$ cat config.mk
export PLATFORM = sky130hd
export DESIGN_NAME = vector_seq_alu
export DESIGN_NICKNAME = d
export VERILOG_FILES = /design/src/rtl/vector_seq_pkg.sv /design/src/rtl/vector_seq_alu_lane.sv /design/src/rtl/vector_seq_alu.sv
export SDC_FILE = /design/constraint.sdc
export NUM_CORES = 1
export LEC_CHECK = 0
export BUFFER_PORTS_ARGS = -buffer_cell sky130_fd_sc_hd__clkbuf_2
export CORE_MARGIN = 10
export CORE_UTILIZATION = 58
export DETAILED_ROUTE_END_ITERATION = 8
export HOLD_SLACK_MARGIN = 0.05
export MAX_ROUTING_LAYER = met4
export PLACE_DENSITY = 0.81
export SKIP_CTS_REPAIR_TIMING = 1
export SYNTH_ARGS = -nofsm -noshare
export SYNTH_HDL_FRONTEND = slang
export SYNTH_SLANG_ARGS = --single-unit
export TNS_END_PERCENT = 50
$ cat constraint.sdc
create_clock -name clk -period 6.25 [get_ports clk]
set_input_delay 0.9375 -clock clk [delete_from_list [all_inputs] [get_ports clk]]
set_output_delay 0.9375 -clock clk [all_outputs]
set_load 0.05 [all_outputs]
$ cat src/rtl/vector_seq_pkg.sv
// Shared types for the multi-cycle vector ALU: opcode and FSM state enums, beat-count helper.
package vector_seq_pkg;

    typedef enum logic [4:0] {
        OP_ADD    = 5'd0,
        OP_SUB    = 5'd1,
        OP_AND    = 5'd2,
        OP_OR     = 5'd3,
        OP_XOR    = 5'd4,
        OP_SHL    = 5'd5,
        OP_SHR    = 5'd6,
        OP_ADDS   = 5'd7,
        OP_MUL    = 5'd8,
        OP_SATADD = 5'd9,
        OP_SATSUB = 5'd10
    } vec_op_t;

    typedef enum logic [1:0] {
        IDLE    = 2'd0,
        COMPUTE = 2'd1,
        DONE    = 2'd2
    } state_t;

    function automatic int calc_beats(input int vec_w, input int elem_w, input int lanes);
        return vec_w / (elem_w * lanes);
    endfunction

endpackage

$ cat src/rtl/vector_seq_alu_lane.sv
// Combinational single-element ALU lane. Saturating add/sub (ops 9/10) exist only when
// VECTOR_SEQ_SATURATE_EN is defined; otherwise those codes fall through to pass-A.
module vector_lane_alu
    import vector_seq_pkg::*;
#(
    parameter int ELEM_W = 8,
    parameter int OP_W   = 5
) (
    input  logic [OP_W-1:0]   op,
    input  logic [ELEM_W-1:0] a,
    input  logic [ELEM_W-1:0] b,
    input  logic [ELEM_W-1:0] scalar,
    output logic [ELEM_W-1:0] y
);

    localparam int SH_W = (ELEM_W > 1) ? $clog2(ELEM_W) : 1;

    logic [SH_W-1:0] shamt;
    assign shamt = scalar[SH_W-1:0];

`ifdef VECTOR_SEQ_SATURATE_EN
    function automatic logic [ELEM_W-1:0] sat_add(input logic [ELEM_W-1:0] x,
                                                  input logic [ELEM_W-1:0] z);
        logic [ELEM_W:0] sum;
        sum = {1'b0, x} + {1'b0, z};
        return sum[ELEM_W] ? {ELEM_W{1'b1}} : sum[ELEM_W-1:0];
    endfunction

    function automatic logic [ELEM_W-1:0] sat_sub(input logic [ELEM_W-1:0] x,
                                                  input logic [ELEM_W-1:0] z);
        return (x < z) ? '0 : x - z;
    endfunction
`endif

    always_comb begin
        y = a;
        case (op)
            OP_W'(OP_ADD):    y = a + b;
            OP_W'(OP_SUB):    y = a - b;
            OP_W'(OP_AND):    y = a & b;
            OP_W'(OP_OR):     y = a | b;
            OP_W'(OP_XOR):    y = a ^ b;
            OP_W'(OP_SHL):    y = a << shamt;
            OP_W'(OP_SHR):    y = a >> shamt;
            OP_W'(OP_ADDS):   y = a + scalar;
            OP_W'(OP_MUL):    y = a * b;
`ifdef VECTOR_SEQ_SATURATE_EN
            OP_W'(OP_SATADD): y = sat_add(a, b);
            OP_W'(OP_SATSUB): y = sat_sub(a, b);
`endif
            default:          y = a;
        endcase
    end

endmodule

$ cat src/rtl/vector_seq_alu.sv
// Multi-cycle vector ALU: latches operands, computes LANES_PER_CYCLE elements per beat, then
// holds the result on a valid/ready handshake. Optional saturating ops: VECTOR_SEQ_SATURATE_EN.
module vector_seq_alu
    import vector_seq_pkg::*;
#(
    parameter int VEC_W           = 128,
    parameter int ELEM_W          = 8,
    parameter int LANES_PER_CYCLE = 4,
    parameter int OP_W            = 5
) (
    input  logic              clk,
    input  logic              reset,
    input  logic              start_valid,
    output logic              start_ready,
    input  logic [OP_W-1:0]   aluVectorOp,
    input  logic [VEC_W-1:0]  srcA_vector,
    input  logic [VEC_W-1:0]  srcB_vector,
    input  logic [ELEM_W-1:0] scalar_operand,
    input  logic              flush,
    output logic [VEC_W-1:0]  result_vector,
    output logic              result_valid,
    input  logic              result_ready,
    output logic              busy,
    output logic              stall_request
);

    localparam int NUM_ELEMS = VEC_W / ELEM_W;
    localparam int BEATS     = calc_beats(VEC_W, ELEM_W, LANES_PER_CYCLE);
    localparam int BEAT_W    = (BEATS > 1) ? $clog2(BEATS) : 1;
    localparam int IDX_W     = (NUM_ELEMS > 1) ? $clog2(NUM_ELEMS) : 1;
    localparam logic [BEAT_W-1:0] LAST_BEAT = BEAT_W'(BEATS - 1);

    if (VEC_W % (ELEM_W * LANES_PER_CYCLE) != 0) begin : g_bad_cfg
        $error("vector_seq_alu: VEC_W must be a multiple of ELEM_W*LANES_PER_CYCLE");
    end

    state_t                             state;
    logic [BEAT_W-1:0]                  beat_p0;
    logic [OP_W-1:0]                    op_p0;
    logic [NUM_ELEMS-1:0][ELEM_W-1:0]   src_a_p0;
    logic [NUM_ELEMS-1:0][ELEM_W-1:0]   src_b_p0;
    logic [ELEM_W-1:0]                  scalar_p0;
    logic [NUM_ELEMS-1:0][ELEM_W-1:0]   result_p1;

    logic [IDX_W-1:0]  lane_idx [LANES_PER_CYCLE];
    logic [ELEM_W-1:0] lane_y   [LANES_PER_CYCLE];

    // Beat stage: lanes pick elements beat*L+l from the latched operands.
    for (genvar l = 0; l < LANES_PER_CYCLE; l++) begin : g_lane
        assign lane_idx[l] = IDX_W'(int'(beat_p0) * LANES_PER_CYCLE + l);

        vector_lane_alu #(
            .ELEM_W (ELEM_W),
            .OP_W   (OP_W)
        ) u_lane (
            .op     (op_p0),
            .a      (src_a_p0[lane_idx[l]]),
            .b      (src_b_p0[lane_idx[l]]),
            .scalar (scalar_p0),
            .y      (lane_y[l])
        );
    end

    assign start_ready   = (state == IDLE);
    assign busy          = (state != IDLE);
    assign stall_request = busy;
    assign result_vector = result_p1;

    always_ff @(posedge clk or negedge reset) begin
        if (!reset) begin
            state        <= IDLE;
            beat_p0      <= '0;
            result_valid <= 1'b0;
            result_p1    <= '0;
            op_p0        <= '0;
            src_a_p0     <= '0;
            src_b_p0     <= '0;
            scalar_p0    <= '0;
        end else if (flush) begin
            state        <= IDLE;
            beat_p0      <= '0;
            result_valid <= 1'b0;
            result_p1    <= '0;
        end else begin
            case (state)
                IDLE: begin
                    if (start_valid) begin
                        op_p0     <= aluVectorOp;
                        src_a_p0  <= srcA_vector;
                        src_b_p0  <= srcB_vector;
                        scalar_p0 <= scalar_operand;
                        beat_p0   <= '0;
                        state     <= COMPUTE;
                    end
                end
                // Result stage: each beat overwrites only its own slice of the result.
                COMPUTE: begin
                    for (int l = 0; l < LANES_PER_CYCLE; l++) begin
                        result_p1[lane_idx[l]] <= lane_y[l];
                    end
                    if (beat_p0 == LAST_BEAT) begin
                        state        <= DONE;
                        result_valid <= 1'b1;
                        beat_p0      <= '0;
                    end else begin
                        beat_p0 <= beat_p0 + 1'b1;
                    end
                end
                DONE: begin
                    if (result_ready) begin
                        state        <= IDLE;
                        result_valid <= 1'b0;
                    end
                end
                default: state <= IDLE;
            endcase
        end
    end

endmodule

== Word level (Yosys, flattened, before mapping) ==
Index checks and enable logic that the tools add are counted.

* Word-level logic and storage cells: 177
* Output and inout port bits: 132
* Flip-flop bits (word level): 402
* Input bits: 274

* Magnitude comparators: 8
* Shift-type cells: 8
* Eq/ne operators: 14
* Mux-type cells: 47
* Add/sub/neg operators: 16
* Multiply operators: 4
* Bitwise gates (word level): 13
* Reductions and logical operators: 14

{| class="wikitable"
|+ Operators by type and width
! kind !! count
|-
| 128-bit bitwise mux || 4
|-
| 8-bit one-hot mux with 9 select lines || 4
|-
| 128-bit 2-to-1 mux || 2
|-
| 8-bit binary-select mux with 4-bit select || 6
|-
| 8-bit demux with 4-bit select || 3
|-
| 8-bit 2-to-1 mux || 12
|-
| 8-bit adder || 8
|-
| 8-bit AND || 4
|-
| 8-bit binary-select mux with 2-bit select || 2
|-
| 8-bit by 8-bit multiplier with 8-bit output || 4
|-
| 8-bit bitwise OR || 4
|-
| 8-bit by 3-bit << shifter with 8-bit output || 4
|-
| 8-bit by 3-bit right shift with 8-bit output || 4
|-
| 8-bit subtractor || 4
|-
| 8-bit XOR || 4
|-
| 5-bit by 3-bit equality test with 1-bit output (second input constant) || 4
|-
| 4-bit by 5-bit less-than comparator with 1-bit output (second input constant) || 4
|-
| 8-bit demux with 2-bit select || 1
|-
| 4-bit by 1-bit greater-or-equal comparator with 1-bit output (second input constant) || 4
|-
| 2-bit 2-to-1 mux || 7
|-
| 5-bit by 2-bit equality test with 1-bit output (second input constant) || 2
|-
| 3-bit AND reduction || 3
|-
| 4-bit by 2-bit adder with 4-bit output (second input constant) || 2
|-
| 3-bit inequality test (second input constant) || 2
|-
| 18 further kinds || 26
|}

== Logic depth before layout (Yosys ltp) ==
Gate-level depths: netlist of the first run.

* Depth in word-level cells: 10
* Mapped depth: 22
* Gate-level depth less buffers: 19

== Cells and area by module ==
Synthesis of the first run repeated with hierarchy kept, for this count alone.

* Cells, all modules: 2,500
* Area total of the unflattened synthesis: 27,552.7 µm²

{| class="wikitable"
|+ Modules (own cells, without submodules)
! module !! area an instance (µm²) !! sequential area each (µm²) !! cells an instance !! instances
|-
| vector_seq_alu || 17,578.1 || 10,059.6 || 1,131 || 1
|-
| vector_lane_alu (g_lane[2].u_lane) || 2,548.7 || 0.0 || 344 || 1
|-
| vector_lane_alu (g_lane[0].u_lane) || 2,512.4 || 0.0 || 344 || 1
|-
| vector_lane_alu (g_lane[3].u_lane) || 2,464.9 || 0.0 || 329 || 1
|-
| vector_lane_alu (g_lane[1].u_lane) || 2,448.6 || 0.0 || 352 || 1
|}

== Worst setup path after synthesis of the first run ==
OpenSTA, ideal clock, no wires.

* Path kind: register to register
* Start: register beat_p0[0]
* End: register result_p1, in the netlist result_vector[119]
* Clock period less this slack: 5,471 ps
* Slack: 779 ps
* Data arrival time: 5,342 ps
* Stages on the path, launching flop included: 20
* Data required time: 6,120 ps
* Setup time: 130 ps
* Buffers on the path: 3
* Cell sequence: dfrtp_1 -> buf_6 -> buf_6 -> buf_4 -> mux4_2 -> inv_1 -> nor2_1 -> fa_1 -> inv_1 -> fa_1 -> fa_1 -> fa_1 -> xor2_1 -> xnor3_1 -> xnor2_1 -> xnor3_1 -> a31oi_1 -> nand3_1 -> a22oi_1 -> o21ai_1

* Longest elaborated chain between the ends: 10
* Elaborated cells between the ends (all ways): 80
* Classes of those cells: 15 x add/sub; 4 x mul; 6 x order compare; 8 x shift; 32 x mux; 12 x bitwise; 3 x reduce/logical

{| class="wikitable"
|+ Ends and longest elaborated chain
! item !! line !! text
|-
| start, declared || vector_seq_alu.sv:38 || <nowiki>logic [BEAT_W-1:0] beat_p0;</nowiki>
|-
| start signal, assigned || vector_seq_alu.sv:106 || <nowiki>beat_p0 <= beat_p0 + 1'b1;</nowiki>
|-
| 4-bit by 1-bit adder with 4-bit output, or another cell as far along || vector_seq_alu.sv:50 || <nowiki>assign lane_idx[l] = IDX_W'(int'(beat_p0) * LANES_PER_CYCLE + l);</nowiki>
|-
| 8-bit binary-select mux with 4-bit select, or another cell as far along || vector_seq_alu.sv:57 || <nowiki>.a (src_a_p0[lane_idx[l]]),</nowiki>
|-
| 8-bit 2-to-1 mux (implied by the code), or another cell as far along || vector_seq_alu.sv:57 ||
|-
| 8-bit by 8-bit multiplier with 8-bit output, or another cell as far along || vector_seq_alu_lane.sv:46 || <nowiki>OP_W'(OP_MUL): y = a * b;</nowiki>
|-
| 8-bit one-hot mux with 9 select lines, or another cell as far along || vector_seq_alu_lane.sv:37 || <nowiki>case (op)</nowiki>
|-
| 128-bit bitwise mux (2 in series) || vector_seq_alu.sv:99 || <nowiki>result_p1[lane_idx[l]] <= lane_y[l];</nowiki>
|-
| 128-bit bitwise mux (*) || vector_seq_alu.sv:99 ||
|-
| 128-bit 2-to-1 mux (*) || vector_seq_alu.sv:85 || <nowiki>case (state)</nowiki>
|-
| 128-bit 2-to-1 mux (*) || vector_seq_alu.sv:79 || <nowiki>end else if (flush) begin</nowiki>
|-
| end signal, assigned by index || vector_seq_alu.sv:99 ||
|-
| end, declared || vector_seq_alu.sv:43 || <nowiki>logic [NUM_ELEMS-1:0][ELEM_W-1:0] result_p1;</nowiki>
|}

Every way passes the cells marked *; elsewhere a longest branch is shown, timed or not. The select of a mux whose other input is x is not followed.
A chain may end at the register's enable or synchronous reset.

== Final worst setup path of the first run ==
* Start: register beat_p0[0]
* End: register result_p1, in the netlist result_vector[63]

Same word-level chain as after synthesis.

==> results.json, run 1 <==
{
  "synth_compound_area_share_pct": 13.86,
  "yosys_warnings": 0,
  "powerDensity_mw_per_mm2": 395.5,
  "path_depth": 17,
  "grt_usage_pct": 34.60,
  "synth_edf_count": 0,
  "root_buffer": "clkbuf_16",
  "htree_levels": 2,
  "synth_top_area_cell": "dfrtp_1",
  "startpoint_type": "register",
  "syn_area_per_cell_um2": 10.97,
  "rsz0062_at_grt": "false",
  "antenna_found_initial": 11,
  "cp.arrival_ps": 6330,
  "path_cells": "buf_4 > mux4_2 > inv_1 > nor2_1 > fa_1 > ha_1 > fa_1 > inv_1 > fa_1 > inv_1 > ha_1 > a21oi_1 > xnor3_1 > xnor3_1 > o221ai_1 > o32a_1 > a22o_1",
  "grt_pass1_vias": 22160,
  "cap_violations": 0,
  "post_drt_wl_per_cell_um": 27.23,
  "synth_adder_area_share_pct": 12.13,
  "slowest_stage": "mux4_2",
  "cts_tree": "built",
  "path_clk_slew_ps": 70,
  "ys_seq_elements": 402,
  "cts.sinks": 402,
  "start_util_pct": 58.94,
  "tns_ps": 0,
  "design_area_mm2": 0.02968,
  "async_flop_share_pct": 100.0,
  "io_buffers": 405,
  "grt_max_degree": 166,
  "netlist_instances": 2324,
  "syn_area_mm2": 0.02550,
  "dpl_cell_area_mm2": 0.02823,
  "whs_ps": 323.3,
  "max-slew-margin-rel_pct": 15.49,
  "timing.final.crit_share_pct": 93.84,
  "drc": 0,
  "crit_family": "adder cells",
  "tightest_slew_ps": 1257,
  "synth_top_family_by_area": "multiplexers",
  "die_height_um": 229.7,
  "synth_flop_cell": "dfrtp_1",
  "total_leakage_power_nw": 14.00,
  "synthXorXnorAreaFrac_pct": 3.572,
  "synth_area_leaders": "dfrtp_1, mux2_2, ha_1",
  "crit_type": "reg -> reg",
  "worstHoldPathType": "in -> async",
  "area_growth_pct": 16.40,
  "cp.buffers_inverters": 4,
  "core_mm2": 0.04327,
  "critPathMaxFanout": 16,
  "drtPass1Iterations": 6,
  "top_level_ports": 406,
  "ir_drop_v": 0.0002828,
  "drive_above_1_share_pct": 32.80,
  "synth_top_area_share_pct": 39.45,
  "critPathMaxStageDelay_ps": 680,
  "nNetsFinal": 3188,
  "dpl.hpwl_um": 67340,
  "setup_slack_ps": 385.1,
  "synth_fp_nets": 2814,
  "synth-simple-area-share_pct": 7.796,
  "grt_overflow": 0,
  "post-route-util_pct": 68.60,
  "cts_made_buffers": 42,
  "max_freq_mhz": 170.5,
  "required_ps": 6710,
  "drtAntennaViolNets": 0,
  "clockBufferDepth": 3,
  "synth_seq_area_share_pct": 39.45,
  "outcome": "finished, final reports clean",
  "vias_per_cell": 6.446,
  "finalHoldViolCount": 0,
  "clk_latency_ps": 590,
  "grt_pass1_wl_um": 137500,
  "wl_um": 90530,
  "drtIter0Drc": 2686,
  "end_kind": "register",
  "vias": 21430,
  "r2r_cells": 17,
  "skew_ps": 17.84,
  "post-place-ws_ps": 245.0,
  "rows": 76,
  "fin_crit_ps": 5865,
  "die_width_um": 229.7,
  "ys_types": 74,
  "place_congestion": 1.017,
  "slew_viol_final": 0,
  "synth_mux_area_share_pct": 18.40,
  "die_area_mm2": 0.05275,
  "setup_viol": 0
}
[sequential cells by signal, indices dropped and copies added, names as in the netlist]
name,count
beat_p0,2
op_p0,5
result_valid,1
result_vector,128
scalar_p0,8
src_a_p0,128
src_b_p0,128
state,2
[layout make-up]
type	instances	area [µm²]
Sequential cell	402	10070
Multi-Input combinational cell	1612	14280
Timing Repair Buffer	458	2485
Antenna cell	11	27.53
Tap cell	585	732.0
Clock inverter	20	222.7
Fill cell	3130	13580
Clock buffer	55	1181
Inverter	182	683.2
[layout by cell type, fill, tap and decap left out, drive strengths merged, types with 20 or more instances in the layout]
cell type,count
a221oi,26
xnor2,58
xor2,28
fa,52
inv,178
o21ai,93
nor3,31
ha,164
buf,54
a22o,108
nand2,156
dfrtp,402
a21oi,97
mux4,62
nand3,26
clkinv,20
nor2,162
clkbuf,459
mux2,276
[layer usage]
layer  global-route usage, %  vias up  part of all wire (%)
met5                       -        -                     0
met4                   11.07        0                   3.5
met3                   8.323      215                    10
met2                   52.54     1306                    46
met1                   45.27    10780                    41
li1                        -     9136                     -
[cell usage after synthesis (18+ instances only)]
cell type  instances
mux4_2            62
clkbuf_1         105
o211ai_1          18
ha_1             164
a22o_1           108
inv_1            172
a221oi_1          26
a22oi_1           18
nand2_1          156
a21oi_1           97
mux2_2           274
xnor2_1           58
dfrtp_1          402
xor2_1            28
nor3_1            30
nor2_1           162
fa_1              52
nand3_1           26
o21ai_0           82
[worst reg2reg max path, stage by stage, from the launching register on]
cell	delay, ps
dfrtp_4	660
buf_4	330
mux4_2	680
inv_1	250
nor2_1	100
fa_1	450
ha_1	340
fa_1	490
inv_1	50
fa_1	480
inv_1	50
ha_1	300
a21oi_1	140
xnor3_1	420
xnor3_1	270
o221ai_1	130
o32a_1	390
a22o_1	220
[stage by stage]
step,power (W),cells
global placement,0.008819,3238
CTS,0.01162,3313
floorplan,0.007290,2324
detailed placement,0.008997,3238
finish,0.01174,3325
global route,0.01239,3325
[where the power goes]
group | internal, W | switching, W | total, W
clock | 0.00147 | 0.00110 | 0.00257
combinational | 0.00251 | 0.00339 | 0.00590
sequential | 0.00298 | 0.000290 | 0.00327
total | 0.00696 | 0.00478 | 0.0117
[cells by family (layout without fill, tap and decap cells)]
logic type,after synthesis,in the layout
AOI/OAI and AO/OA,496,496
xor gates and xnor gates,93,93
adders and majority gates,216,216
buffers and inverters,310,715
DFF,402,402
muxes,356,356
other,0,11
and+or+nand+nor,451,451
[final timing paths]
kind,start,to,slack [ps]
max reg2reg,beat_p0[0],result_vector[63],390
min in group clk,result_vector[54],result_vector[54],490
max,beat_p0[0],result_vector[63],390
min reg2reg,result_vector[54],result_vector[54],490
min,reset,result_vector[54],320
max in group asynchronous,reset,beat_p0[0],4530
Power figures use the tool's default switching activity.
==> run 2, diff against run 1 <==
Settings changed: BUFFER_PORTS_ARGS -buffer_cell sky130_fd_sc_hd__clkbuf_2 to -buffer_cell sky130_fd_sc_hd__buf_4.
==> run 2 against run 1 <==
Net effect: the run now ends with DRC left; via count grew 0.35%; utilization up 2.4 points; largest power group unchanged; combinational power up 1%; clock power hardly changed.
==> results.json, run 2 (synthesis results as in run 1) <==
{
  "grt_overflow": 0,
  "startpoint_type": "register",
  "skew_ps": 34.42,
  "tightest_slew_ps": 1173,
  "antenna_found_initial": 2,
  "vias": 21510,
  "clk_latency_ps": 610,
  "wl_um": 90470,
  "critPathMaxFanout": 23,
  "whs_ps": 329.0,
  "drive_above_1_share_pct": 32.69,
  "cts.sinks": 402,
  "cap_violations": 0,
  "nNetsFinal": 3186,
  "rows": 76,
  "slew_viol_final": 0,
  "timing.final.crit_share_pct": 95.33,
  "grt_pass1_wl_um": 135200,
  "setup_viol": 0,
  "post-route-util_pct": 70.98,
  "outcome": "finished, violations left",
  "max-slew-margin-rel_pct": 21.78,
  "fin_crit_ps": 5958,
  "grt_usage_pct": 34.12,
  "grt_pass1_vias": 21950,
  "powerDensity_mw_per_mm2": 385.4,
  "crit_start": "beat_p0[0]",
  "htree_levels": 2,
  "crit_type": "reg -> reg",
  "die_area_mm2": 0.05275,
  "die_width_um": 229.7,
  "tns_ps": 0,
  "dpl.hpwl_um": 66940,
  "post-place-ws_ps": 340.4,
  "die_height_um": 229.7,
  "r2r_cells": 16,
  "path_clk_slew_ps": 70,
  "max_freq_mhz": 167.8,
  "ir_drop_v": 0.0002595,
  "required_ps": 6700,
  "clockBufferDepth": 3,
  "drtAntennaViolNets": 0,
  "violations": "DRC",
  "grt_max_degree": 173,
  "worstHoldPathType": "in -> async",
  "io_buffers": 405,
  "layout_commonest_cell": "buf_4",
  "reg2reg_slack_ps": 290,
  "root_buffer": "clkbuf_16",
  "rsz0062_at_grt": "false",
  "area_growth_pct": 20.43,
  "cts_tree": "built",
  "mostFrequentLayoutCells": "buf_4, dfrtp_1, mux2_2, inv_1, ha_1",
  "reg2reg_from": "beat_p0[0]",
  "post_drt_wl_per_cell_um": 27.28,
  "vias_per_cell": 6.486,
  "drc": 1,
  "core_mm2": 0.04327,
  "place_congestion": 1.043,
  "drtIter0Drc": 2779,
  "setup_slack_ps": 292.0,
  "cp.arrival_ps": 6410,
  "start_util_pct": 58.94,
  "dpl.cell_count": 3238,
  "total_leakage_power_nw": 14.30,
  "cts_made_buffers": 41,
  "top_level_ports": 406,
  "end_kind": "register",
  "final_cell_count_no_fill": 3316,
  "r2r_end": "result_vector[119]",
  "finalHoldViolCount": 0,
  "endpoint": "result_vector[119]",
  "drtPass1Iterations": 8
}
-- run 2: through the flow --
step | total power, W | cell area, µm²
2_1_floorplan | 0.007290 | 25500
3_3_place_gp | 0.008893 | 29260
3_5_place_dp | 0.009109 | 29260
4_1_cts | 0.01174 | 30700
5_1_grt | 0.01246 | 30710
6_report | 0.01183 | 30710
-- run 2: worst max-delay path, cell delays in order (launching register included) --
cell and delay [ps]:
dfrtp_4 760, mux4_2 710, inv_1 250, nor2_1 110
fa_1 420, inv_1 90, fa_1 450, fa_1 510
fa_1 390, xor2_1 150, xnor3_1 430, xnor2_1 270
xnor3_1 460, xnor2_1 170, o21ai_0 110, a22oi_1 380
o21ai_1 110
-- run 2: layout make-up --
class	instances	area (µm²)
Clock inverter	14	186.4
Tap cell	585	732.0
Antenna cell	2	5.005
Multi-Input combinational cell	1612	14280
Inverter	182	683.2
Fill cell	3110	12560
Clock buffer	62	1256
Sequential cell	402	10070
Timing Repair Buffer	457	3501
-- run 2: report_power, final --
part	leakage, nW	switching [W]	internal (W)
logic	8.59	0.00341	0.00257
clock network	0.703	0.00110	0.00149
registers	5.00	0.000281	0.00298
total	14.3	0.00480	0.00704
-- run 2: worst min-delay path by stage --
stage	endpoint	slack, ps	cells after the start
after floorplan	scalar_p0[3]	470	1
after global placement	result_vector[22]	480	2
after detailed placement	src_b_p0[97]	490	1
after CTS	src_b_p0[84]	340	1
after global routing	src_b_p0[84]	370	1
final	src_b_p0[84]	330	1
-- run 2: metal layers --
layer,vias to the layer above,track usage [%],wire [µm]
met5,-,-,0
met4,0,13.08,3504
met3,234,7.954,9515
met2,1413,51.84,41140
met1,10730,43.94,36320
li1,9134,-,-
